==> src/rtl/mem_port_arbiter.sv <==
// rtl/mem_port_arbiter.sv - two-port (fetch / load-store) arbiter in front of the data RAM
// Optional feature macro: MEM_ARB_RR_EN (round-robin tie-break instead of fixed DATA_PRIO)
module mem_port_arbiter #(
  parameter int ADDR_W    = 32,
  parameter bit DATA_PRIO = 1'b1
) (
  input  logic              clka,
  input  logic              rstn,
  input  logic              if_req,
  input  logic [ADDR_W-1:0] if_addr,
  output logic              if_gnt,
  output logic              if_rvalid,
  output logic [31:0]       if_rdata,
  output logic              if_err,
  input  logic              d_req,
  input  logic              d_we,
  input  logic [ADDR_W-1:0] d_addr,
  input  logic [31:0]       d_wdata,
  input  logic [2:0]        d_size,
  output logic              d_gnt,
  output logic              d_rvalid,
  output logic [31:0]       d_rdata,
  output logic              d_err,
  output logic [ADDR_W-1:0] ram_addr,
  output logic [31:0]       ram_din,
  output logic              ram_we,
  output logic [2:0]        ram_u_b_h_w,
  input  logic [31:0]       ram_dout
);

  typedef enum logic {S_IDLE, S_ACCESS} state_e;

  localparam logic [2:0] SIZE_WORD = 3'b010;

  state_e            state_q, state_d;
  logic              own_d_q;
  logic              we_q;
  logic [ADDR_W-1:0] addr_q;
  logic [31:0]       wdata_q;
  logic [2:0]        size_q;
  logic              if_rvalid_q, d_rvalid_q, if_err_q, d_err_q;
  logic [31:0]       if_rdata_q, d_rdata_q;
  logic              if_wins_tie;
  logic              misaligned;

`ifdef MEM_ARB_RR_EN
  logic last_d_q;

  // Remember which port was granted last; starts as "IF last" so D wins the first tie
  always_ff @(posedge clka or negedge rstn) begin
    if (!rstn)       last_d_q <= 1'b0;
    else if (if_gnt) last_d_q <= 1'b0;
    else if (d_gnt)  last_d_q <= 1'b1;
  end

  assign if_wins_tie = last_d_q;
`else
  assign if_wins_tie = ~DATA_PRIO;
`endif

  // State register
  always_ff @(posedge clka or negedge rstn) begin
    if (!rstn) state_q <= S_IDLE;
    else       state_q <= state_d;
  end

  // Next state and combinational grant: at most one port granted, only while idle
  always_comb begin
    state_d = state_q;
    if_gnt  = 1'b0;
    d_gnt   = 1'b0;
    case (state_q)
      S_IDLE: begin
        if (if_req && (!d_req || if_wins_tie)) if_gnt = 1'b1;
        else if (d_req)                        d_gnt  = 1'b1;
        if (if_gnt || d_gnt) state_d = S_ACCESS;
      end
      S_ACCESS: state_d = S_IDLE;
      default:  state_d = S_IDLE;
    endcase
  end

  // Capture the granted request; fetches are always word reads
  always_ff @(posedge clka or negedge rstn) begin
    if (!rstn) begin
      own_d_q <= 1'b0;
      we_q    <= 1'b0;
      addr_q  <= '0;
      wdata_q <= '0;
      size_q  <= SIZE_WORD;
    end else if (if_gnt) begin
      own_d_q <= 1'b0;
      we_q    <= 1'b0;
      addr_q  <= if_addr;
      wdata_q <= '0;
      size_q  <= SIZE_WORD;
    end else if (d_gnt) begin
      own_d_q <= 1'b1;
      we_q    <= d_we;
      addr_q  <= d_addr;
      wdata_q <= d_wdata;
      size_q  <= d_size;
    end
  end

  // Word needs 4-byte alignment, half needs 2-byte; bytes are always aligned
  always_comb begin
    misaligned = 1'b0;
    if (size_q[1])      misaligned = (addr_q[1:0] != 2'b00);
    else if (size_q[0]) misaligned = addr_q[0];
  end

  // Drive the RAM only during the access slot; a misaligned store never writes
  always_comb begin
    ram_addr    = '0;
    ram_din     = '0;
    ram_we      = 1'b0;
    ram_u_b_h_w = SIZE_WORD;
    if (state_q == S_ACCESS) begin
      ram_addr    = addr_q;
      ram_din     = wdata_q;
      ram_we      = we_q & ~misaligned;
      ram_u_b_h_w = size_q;
    end
  end

  // Registered response to the owning port at the end of the access slot
  always_ff @(posedge clka or negedge rstn) begin
    if (!rstn) begin
      if_rvalid_q <= 1'b0;
      d_rvalid_q  <= 1'b0;
      if_err_q    <= 1'b0;
      d_err_q     <= 1'b0;
      if_rdata_q  <= '0;
      d_rdata_q   <= '0;
    end else begin
      if_rvalid_q <= 1'b0;
      d_rvalid_q  <= 1'b0;
      if_err_q    <= 1'b0;
      d_err_q     <= 1'b0;
      if (state_q == S_ACCESS) begin
        if (own_d_q) begin
          d_rvalid_q <= 1'b1;
          d_err_q    <= misaligned;
          d_rdata_q  <= (we_q || misaligned) ? 32'd0 : ram_dout;
        end else begin
          if_rvalid_q <= 1'b1;
          if_err_q    <= misaligned;
          if_rdata_q  <= misaligned ? 32'd0 : ram_dout;
        end
      end
    end
  end

  assign if_rvalid = if_rvalid_q;
  assign if_err    = if_err_q;
  assign if_rdata  = if_rdata_q;
  assign d_rvalid  = d_rvalid_q;
  assign d_err     = d_err_q;
  assign d_rdata   = d_rdata_q;

endmodule

==> config.mk <==
export PLATFORM = sky130hd
export DESIGN_NAME = mem_port_arbiter
export DESIGN_NICKNAME = d
export VERILOG_FILES = /design/src/rtl/mem_port_arbiter.sv
export SDC_FILE = /design/constraint.sdc
export NUM_CORES = 1
export LEC_CHECK = 0
export CORE_MARGIN = 2
export CORE_UTILIZATION = 42
export DETAILED_ROUTE_END_ITERATION = 6
export PLACE_DENSITY_LB_ADDON = 0.05
export SYNTH_ARGS = -nofsm -noshare
export SYNTH_HDL_FRONTEND = slang
export SYNTH_SLANG_ARGS = --single-unit
==> constraint.sdc <==
create_clock -name clka -period 1.9 [get_ports clka]
set_input_delay 0.19 -clock clka [delete_from_list [all_inputs] [get_ports clka]]
set_output_delay 0.19 -clock clka [all_outputs]
set_load 0.01 [all_outputs]
======== Yosys cells after proc, flatten, opt, wreduce, memory -nomap -nowiden ========
Cells that the tools add are included.
word-level totals
  output and inout bits ................... 138
  input port bits ......................... 136
  register bits ........................... 138
  logic and storage cells ................. 59
operators by class
  bitwise gates (word level) .............. 4
  reduce and logical (&&, ||, !) cells .... 8
  muxes and demuxes ....................... 35
operators by type and width
  cell                 count
  $mux W32             8
  $mux W1              23
  $mux W3              3
  $reduce_and A2 Y1    2
  $reduce_bool A2 Y1   2
  $not A1 Y1           3
  $logic_or A1 B1 Y1   2
  $pmux W1 S2          1
  $and A1 B1 Y1        1
  $logic_and A1 B1 Y1  1
  $logic_not A1 Y1     1

======== Longest topological paths before layout ========
Gate-level depths: netlist of the first run.
  depth after elaboration ................. 7
  depth in mapped cells ................... 7
  gate-level depth less buffers ........... 4

======== Least setup slack after synthesis of the first run ========
Ideal clock, no wire load.
  path type ............................... flip-flop to flip-flop
  start point ............................. register state_q
  end point ............................... register size_q[2]
  path buffers ............................ 3
  data arrival time ....................... 1180 ps
  cell stages (with the launch flop) ...... 6
  required time ........................... 1779 ps
  library setup time ...................... 121 ps
  slack ................................... 599 ps
  cell sequence ........................... dfrtp_1 > buf_4 > or2_1 > buf_2 > buf_6 > a22o_1
on the way
  cells in the longest elaborated chain, start to end .. 2
  elaborated cells on any way between the ends .. 4
ends and longest elaborated chain
  element                                               RTL line  text
  from (decl)                                           35        state_e state_q, state_d;
  from (signal assigned)                                64        else state_q <= state_d;
  $mux W1                                               72        case (state_q)
  $mux W3 / $reduce_bool A2 Y1 (equally long branches)  -
  to (signal assigned)                                  102       size_q <= d_size;
  to (decl)                                             40        logic [2:0] size_q;
Parallel ways exist; a longest one is shown, timed or not.
A chain may end at the register's enable or synchronous reset.

======== Worst setup path in the final report of the first run ========
  start point ............................. register state_q
  end point ............................... output ram_addr[21]
on the way
  cells in the longest elaborated chain, start to end .. 1
ends and longest elaborated chain
  element    RTL line  text
  $mux W32   119       if (state_q == S_ACCESS) begin
  to (decl)  24        output logic [ADDR_W-1:0] ram_addr,
No other way between the ends.

==> results of run 1 <==
[state kept, by name, indices dropped and copies added (netlist names), 3 cells and up]
register / cells
addr_q: 32
d_rdata: 32
if_rdata: 32
wdata_q: 32
size_q: 3
[per-layer routing]
metal,track usage [%],wire length (um),up-vias
met5,0,0,-
met4,9.83,561,0
met3,8.47,1470,34
met2,39.3,8910,195
met1,28.8,7140,2565
li1,-,-,2485
[final timing paths]
path / start / to / slack [ps]
min in group clka: ram_dout[2] / d_rdata[2] / 360
min: rstn / if_rdata[28] / 290
max in group asynchronous: rstn / wdata_q[28] / 970
max reg2reg: state_q / if_rdata[30] / 180
max: state_q / ram_addr[21] / 60
min reg2reg: d_rdata[13] / d_rdata[13] / 470
[power by group]
part / leakage, nW / switching, mW / total (mW) / internal [mW]
Combinational: 2.30 / 1.47 / 3.28 / 1.81
Sequential: 1.77 / 0.378 / 4.00 / 3.63
Clock: 0.276 / 1.22 / 3.22 / 2.00
Total: 4.34 / 3.07 / 10.5 / 7.44
[cells in the final DEF (no fill, tap or decap), types with 2 or more instances in the layout]
cell	count
clkbuf_1	3
nor2_1	4
clkbuf_8	2
nand2b_1	3
buf_12	4
bufinv_16	2
dfrtp_1	136
and2_1	66
inv_1	3
clkinvlp_4	3
nor2b_1	32
clkdlybuf4s50_1	202
dlygate4sd2_1	69
clkbuf_16	17
nand2_1	67
o21ai_0	23
a22o_1	67
clkinv_4	3
buf_4	16
a21oi_1	64
buf_6	2
o21ai_2	30
o21ai_1	11
clkinv_2	2
[what timing repair did]
item	in CTS	in global routing
setup endpoints to repair	70	6
endpoints found under the hold margin	48	0
setup buffers	3	0
hold buffers	1	0
gates resized for setup	72	3
[worst reg2reg max path, stage by stage, from the launching register on]
cell and delay [ps]:
dfrtp_4 420, buf_4 170, nand2b_1 120, nor3_4 380
buf_4 370, a22o_1 200
[final cells by class]
cell class	instances	share of cell area, %
clock inverter	10	1.25
sequential	138	36.4
inverter	4	0.158
tap	180	2.37
clock buffer	22	4.89
timing repair buffer	295	30.3
multi-input combinational	377	24.6
[metrics by stage]
step	instances	setup WS [ps]	utilization, %	power, mW	instance area, um^2
after detailed placement	990	97.5	63.8	7.43	8930
after global routing	1026	2.69	67.8	11.1	9490
after floorplan	564	599	-	5.55	6060
after global placement	990	110	63.8	7.34	8930
after CTS	1026	0.307	67.7	10.6	9480
final	1026	59.3	67.8	10.5	9490
[cells by family after synthesis]
family | count (synthesis)
compound gates | 197
flops | 138
simple gates | 180
buf+inv | 49
==> impl_metrics.py, run 1 <==
metrics = {
    "outcome": {
        "status": "completed",
    },
    "cts": {
        "cts_root_buffer": "clkbuf_16",
        "cts.htree.levels": 4,
        "cts_buffers": 17,
        "clk_pin_slew_ps": 60,
        "cts_tree": "done",
        "clock_sinks": 138,
        "clockBufferDepth": 2,
        "insertion_delay_ps": 410,
    },
    "sta": {
        "fmax_mhz": 543,
        "fin_skew_ps": 7.39,
        "drv_slew": 0,
        "worst_slew_pin_slew_ps": 565,
        "hold_viol_final": 0,
        "setup_tns_ps": 0,
        "holdWs_ps": 287,
        "finalCritPeriodShare_pct": 96.9,
        "slew_headroom_pct": 62.4,
        "setup_viol": 0,
        "rsz0062_at_grt": "no",
        "min_period_ps": 1840,
    },
    "worst_setup_path": {
        "worst_setup_path_end_kind": "primary output",
        "criticalPathCategory": "register to primary output",
        "crit_chain": "buf_12, buf_4, and2_1, dlygate4sd2_1",
        "slowest_stage": "dfrtp_4",
        "reg2regPathDepth": 5,
        "crit_cells": 4,
        "required_ps": 1710,
        "start_kind": "register",
        "timing.critical_path.fanout_max": 9,
        "crit_family": "buffers and inverters",
        "worstPathArrival_ps": 1650,
        "crit_buf_inv": 3,
        "slowest_delay_ps": 480,
    },
    "finish": {
        "seqCellArea_um2": 3460,
        "area_growth_pct": 56.6,
        "drive_gt1_share_pct": 10.8,
        "diodes": 0,
        "fillCellCount": 1100,
        "nNetsFinal": 969,
        "multi_input_area_um2": 2330,
    },
    "logic_synthesis": {
        "synth_compound_area_share_pct": 22.4,
        "async_flop_share_pct": 100,
        "synth_nets": 700,
        "synth_enable_flop_cells": 0,
        "ys.flop_type": "dfrtp_1",
        "yosys.area_share.adder_pct": 0,
        "yosysTopAreaCellShare_pct": 56.6,
        "ys_types": 26,
        "yosys_warnings": 0,
        "yosys.area_share.xor_xnor_pct": 0,
        "seq_area_frac_synth_pct": 57.0,
        "yosys.area_share.simple_pct": 15.9,
        "synth_seq_cells": 138,
        "synth_most_common_cell": "dfrtp_1",
        "synth_top_family_by_area": "compound AO/OA/AOI/OAI gates",
        "postSynthCellCount": 564,
        "synth_top_cell_by_area": "dfrtp_1",
        "synthTopCellsByCount": "dfrtp_1, a22o_1, nand2_1",
        "yosys-mux-area-fraction_pct": 0,
        "synth_area_um2": 6060,
        "syn_area_per_cell_um2": 10.7,
        "ys_top_cells_by_area": "dfrtp_1, a22o_1, and2_1, a21oi_1, o21ai_2",
    },
    "die": {
        "rows": 43,
        "die_w_um": 124,
        "core-area_um2": 14000,
        "die_area_um2": 15400,
        "initial_core_util_pct": 43.3,
        "ioPinCount": 274,
        "die_y_um": 124,
    },
    "pwr": {
        "leakage_nw": 4.34,
        "p_per_area_nw_per_um2": 1110,
        "vdd_ir_drop_max_v": 0.000568,
    },
    "grt": {
        "grt_pass1_vias": 5553,
        "grt_antenna_before_repair": 0,
        "grt_max_degree": 53,
        "grt_overflow": 0,
        "track_usage_pct": 24.0,
        "grt_first_pass_wirelength_um": 28300,
    },
    "run": {
        "cap_violations": 0,
    },
    "detailed_routing": {
        "drt-vias-per-instance": 5.15,
        "vias": 5279,
        "ant_nets": 0,
        "drtIter0Drc": 286,
        "dr.pass1.iters": 4,
        "wl_um": 18100,
        "drc": 0,
        "wl_per_cell_um": 17.6,
    },
    "placed_design": {
        "gp_congestion": 0.908,
        "io_buffers": 273,
        "place_hpwl_um": 12900,
    },
    "worst_hold_path": {
        "hp-class": "primary input to asynchronous set/reset pin",
    },
}
Power figures use the tool's default switching activity.
==> run 2: changes to the inputs <==
- MAX_ROUTING_LAYER: not set -> met4
- PLACE_DENSITY: not set -> 0.85
- PLACE_DENSITY_LB_ADDON: 0.05 -> not set
==> impl_metrics.py, run 2 (synthesized netlist as in run 1, its figures left out) <==
metrics = {
    "outcome": {
        "status": "completed",
    },
    "cts": {
        "cts.htree.levels": 4,
        "cts_buffers": 17,
        "clockBufferDepth": 2,
        "cts_tree": "done",
        "cts_root_buffer": "clkbuf_16",
        "insertion_delay_ps": 410,
        "clk_pin_slew_ps": 60,
        "clock_sinks": 138,
    },
    "placed_design": {
        "gp_congestion": 0.855,
        "postPlaceCellArea_um2": 8970,
        "dpl_worst_slack_ps": 156,
        "place_hpwl_um": 12700,
        "io_buffers": 273,
        "dp.cells": 991,
    },
    "pwr": {
        "p_per_area_nw_per_um2": 1120,
        "vdd_ir_drop_max_v": 0.000530,
        "switching_share_pct": 29.3,
        "comb_power_share_pct": 30.7,
        "p_int_mw": 7.60,
        "p_switching_mw": 3.15,
        "p_clk_share_pct": 32.0,
        "finalPower_mw": 10.7,
        "leakage_nw": 4.39,
        "pwr-share-seq_pct": 37.3,
    },
    "sta": {
        "fmax_mhz": 538,
        "drv_slew": 0,
        "hold_viol_final": 0,
        "setup_slack_ps": 42.1,
        "worst_slew_pin_slew_ps": 564,
        "fin_skew_ps": 8.42,
        "min_period_ps": 1860,
        "slew_headroom_pct": 62.4,
        "finalCritPeriodShare_pct": 97.8,
        "setup_viol": 0,
    },
    "grt": {
        "track_usage_pct": 24.6,
        "grt_overflow": 0,
        "grt_max_degree": 50,
        "grt_first_pass_wirelength_um": 28200,
        "grt_antenna_before_repair": 0,
        "grt_pass1_vias": 5474,
    },
    "detailed_routing": {
        "dr.pass1.iters": 4,
        "wl_per_cell_um": 17.5,
        "vias": 5382,
        "drt-vias-per-instance": 5.23,
        "drc": 0,
        "wl_um": 18000,
        "ant_nets": 0,
        "drtIter0Drc": 308,
    },
    "worst_setup_path": {
        "criticalPathCategory": "register to primary output",
        "r2r_end": "if_rdata[12]",
        "slowest_delay_ps": 500,
        "crit_chain": "buf_4, buf_4, and2_1, dlygate4sd2_1",
        "required_ps": 1710,
        "crit_buf_inv": 3,
        "reg2regPathDepth": 6,
        "r2r_setup_slack_ps": 150,
        "timing.critical_path.fanout_max": 7,
        "cp_common_cell": "buf_4",
        "worstPathArrival_ps": 1670,
        "slowest_stage": "dfrtp_4",
        "r2r_start": "state_q",
        "worst_setup_path_end_kind": "primary output",
        "crit_family": "buffers and inverters",
        "start_kind": "register",
    },
    "die": {
        "die_w_um": 124,
        "initial_core_util_pct": 43.3,
        "ioPinCount": 274,
        "die_area_um2": 15400,
        "core-area_um2": 14000,
        "rows": 43,
        "die_y_um": 124,
    },
    "finish": {
        "layoutNonFillerInstCount": 1030,
        "area_growth_pct": 58.4,
        "diodes": 0,
        "nNetsFinal": 973,
        "drive_gt1_share_pct": 11.5,
        "seqCellArea_um2": 3460,
        "final_common_cell": "clkdlybuf4s50_1",
        "multi_input_area_um2": 2330,
        "stdcell_area_um2": 9600,
        "most-common-layout-cells": "clkdlybuf4s50_1, dfrtp_1, nand2_1, a22o_1, and2_1",
        "fillCellCount": 1066,
    },
    "run": {
        "cap_violations": 0,
    },
    "worst_hold_path": {
        "hp-class": "primary input to asynchronous set/reset pin",
    },
}
-- run 2: metrics by stage --
stage	util, %	TNS, ps	hold slack [ps]
finish	68.6	0	278
global placement	64.1	0	155
detailed placement	64.1	0	164
CTS	68.4	-195	288
floorplan	-	0	-106
global route	68.6	-5.72	331
-- run 2: cell type report --
| class | instances | share of cell area, % |
|---|---|---|
| clock buffer | 19 | 4.72 |
| clock inverter | 13 | 1.72 |
| sequential | 138 | 36.0 |
| inverter | 4 | 0.156 |
| timing repair buffer | 299 | 30.7 |
| multi-input combinational | 377 | 24.3 |
| tap | 180 | 2.35 |
-- run 2: worst max-delay path by stage --
stage / slack, ps / cells after the start / end / startpoint
detailed placement: 160 / 4 / if_rdata[9] / state_q
finish: 40 / 4 / ram_addr[18] / state_q
floorplan: 600 / 5 / size_q[2] / state_q
CTS: -50 / 3 / ram_addr[25] / state_q
global placement: 160 / 4 / d_gnt / d_req
global route: -3 / 4 / ram_addr[18] / state_q
-- run 2: what timing repair did --
action                                 CTS  global route
endpoints found under the hold margin   43             0
hold buffers                             1             0
setup endpoints to repair               69            21
buffers inserted                         4             2
pin swaps                                1             0
resized for setup                       72            12
-- run 2: power by group through the flow --
| stage | Sequential [mW] | Clock (mW) | Combinational, mW |
|---|---|---|---|
| after global placement | 4.03 | 0 | 3.33 |
| final | 4.01 | 3.44 | 3.30 |
| after detailed placement | 4.06 | 0 | 3.39 |
| after floorplan | 4.17 | 0 | 1.38 |
| after CTS | 4.02 | 3.48 | 3.32 |
| after global routing | 4.09 | 3.65 | 3.59 |
-- run 2: layer usage --
layer  track usage (%)  wire, um  up-vias
li1                  -         -     2506
met1              30.7      7290     2599
met2              39.4      8970      253
met3              5.86      1430       24
met4              8.50       320        0
met5                 -         0        -
-- run 2: worst reg2reg max path, cell delays in order, from the launching register on --
cell,delay [ps]
dfrtp_4,440
buf_4,120
buf_4,100
nand2b_1,100
nor3_4,360
buf_4,360
a22o_1,200
==> run 3: changes to the inputs <==
- CORE_MARGIN: 2 -> not set
==> impl_metrics.py, run 3 (synthesized netlist as in run 1, its figures left out) <==
metrics = {
    "detailed_routing": {
        "wl_um": 17700,
        "vias": 5392,
        "drt-vias-per-instance": 5.23,
        "wl_per_cell_um": 17.2,
        "drc": 0,
        "ant_nets": 0,
        "drtIter0Drc": 320,
        "dr.pass1.iters": 4,
    },
    "die": {
        "initial_core_util_pct": 43.3,
        "die_area_um2": 14900,
        "die_w_um": 122,
        "ioPinCount": 274,
        "die_y_um": 122,
        "rows": 43,
        "core-area_um2": 14000,
    },
    "cts": {
        "clockBufferDepth": 2,
        "clock_sinks": 138,
        "cts.htree.levels": 4,
        "cts_root_buffer": "clkbuf_16",
        "clk_pin_slew_ps": 60,
        "cts_buffers": 17,
        "insertion_delay_ps": 410,
        "cts_tree": "done",
    },
    "sta": {
        "setup_viol": 0,
        "slew_headroom_pct": 51.5,
        "finalCritPeriodShare_pct": 96.7,
        "fmax_mhz": 544,
        "hold_viol_final": 0,
        "drv_slew": 0,
        "min_period_ps": 1840,
        "worst_slew_pin_slew_ps": 728,
        "fin_skew_ps": 8.93,
        "setup_slack_ps": 62.7,
    },
    "worst_setup_path": {
        "timing.critical_path.fanout_max": 42,
        "criticalPathCategory": "register to primary output",
        "worst_setup_path_end_kind": "primary output",
        "start_kind": "register",
        "worstPathArrival_ps": 1650,
        "required_ps": 1710,
    },
    "placed_design": {
        "dp.cells": 990,
        "place_hpwl_um": 12100,
        "gp_congestion": 0.802,
        "dpl_worst_slack_ps": -15.1,
        "io_buffers": 273,
    },
    "finish": {
        "area_growth_pct": 57.9,
        "final_common_cell": "clkdlybuf4s50_1",
        "fillCellCount": 1037,
        "diodes": 0,
        "most-common-layout-cells": "clkdlybuf4s50_1, dfrtp_1, nand2_1, a22o_1",
        "layoutNonFillerInstCount": 1030,
        "drive_gt1_share_pct": 11.5,
        "nNetsFinal": 973,
        "multi_input_area_um2": 2340,
        "seqCellArea_um2": 3460,
    },
    "grt": {
        "grt_max_degree": 68,
        "grt_first_pass_wirelength_um": 27900,
        "grt_pass1_vias": 5388,
        "grt_antenna_before_repair": 0,
        "grt_overflow": 0,
        "track_usage_pct": 25.1,
    },
    "pwr": {
        "leakage_nw": 4.51,
        "vdd_ir_drop_max_v": 0.000536,
        "p_per_area_nw_per_um2": 1090,
    },
    "worst_hold_path": {
        "hp-class": "primary input to asynchronous set/reset pin",
    },
    "run": {
        "cap_violations": 0,
    },
    "outcome": {
        "status": "completed",
    },
}
==> run 3: area by class of cell <==
class,count,area share [%]
multi-input combinational,377,24.5
tap,180,2.35
sequential,138,36.1
inverter,4,0.157
clock inverter,10,0.968
timing repair buffer,299,31.0
clock buffer,22,4.96
==> run 3: worst max-delay path: stages, from the launching register on <==
cell           delay [ps]
dfrtp_2               460
buf_4                 160
buf_12                160
and2_1                150
dlygate4sd2_1         290
==> run 3: where the power goes <==
| group | internal, mW | switching [mW] | total (mW) | leakage, nW |
|---|---|---|---|---|
| Sequential | 3.62 | 0.384 | 4.01 | 1.77 |
| Combinational | 1.84 | 1.46 | 3.31 | 2.47 |
| Clock | 1.90 | 1.24 | 3.14 | 0.269 |
==> run 3: what timing repair did <==
item                       in CTS  in global routing
hold endpoints to repair      113                  0
setup buffers                   0                  7
setup endpoints to repair      69                 33
pin swaps                       0                  1
hold buffers                    1                  0
gates resized for setup        63                 20
==> run 3: path summary, 6_finish.rpt <==
check | startpoint | end | slack (ps) | cells after the start
max in group asynchronous | rstn | d_rdata[3] | 1090 | 3
min in group clka | ram_dout[7] | d_rdata[7] | 360 | 3
max reg2reg | state_q | addr_q[10] | 190 | 5
min | rstn | if_rdata[13] | 220 | 2
min reg2reg | d_rdata[11] | d_rdata[11] | 470 | 2
max | state_q | ram_din[14] | 60 | 4
==> run 3: layer usage <==
layer / track usage (%) / wire (um)
met2: 39.9 / 8660
met5: - / 0
met3: 5.62 / 1270
met4: 8.99 / 376
met1: 31.6 / 7420
==> run 3: per-stage QoR <==
stage / power [mW] / utilization (%) / TNS, ps / instance area [um^2] / hold WS, ps
finish: 10.5 / 68.4 / 0 / 9570 / 220
global route: 11.0 / 68.4 / -0.557 / 9570 / 219
CTS: 10.5 / 67.7 / -758 / 9470 / 204
detailed placement: 7.41 / 63.8 / -28.2 / 8930 / 68.1
global placement: 7.32 / 63.8 / 0 / 8930 / 71.8
floorplan: 5.55 / - / 0 / 6060 / -106
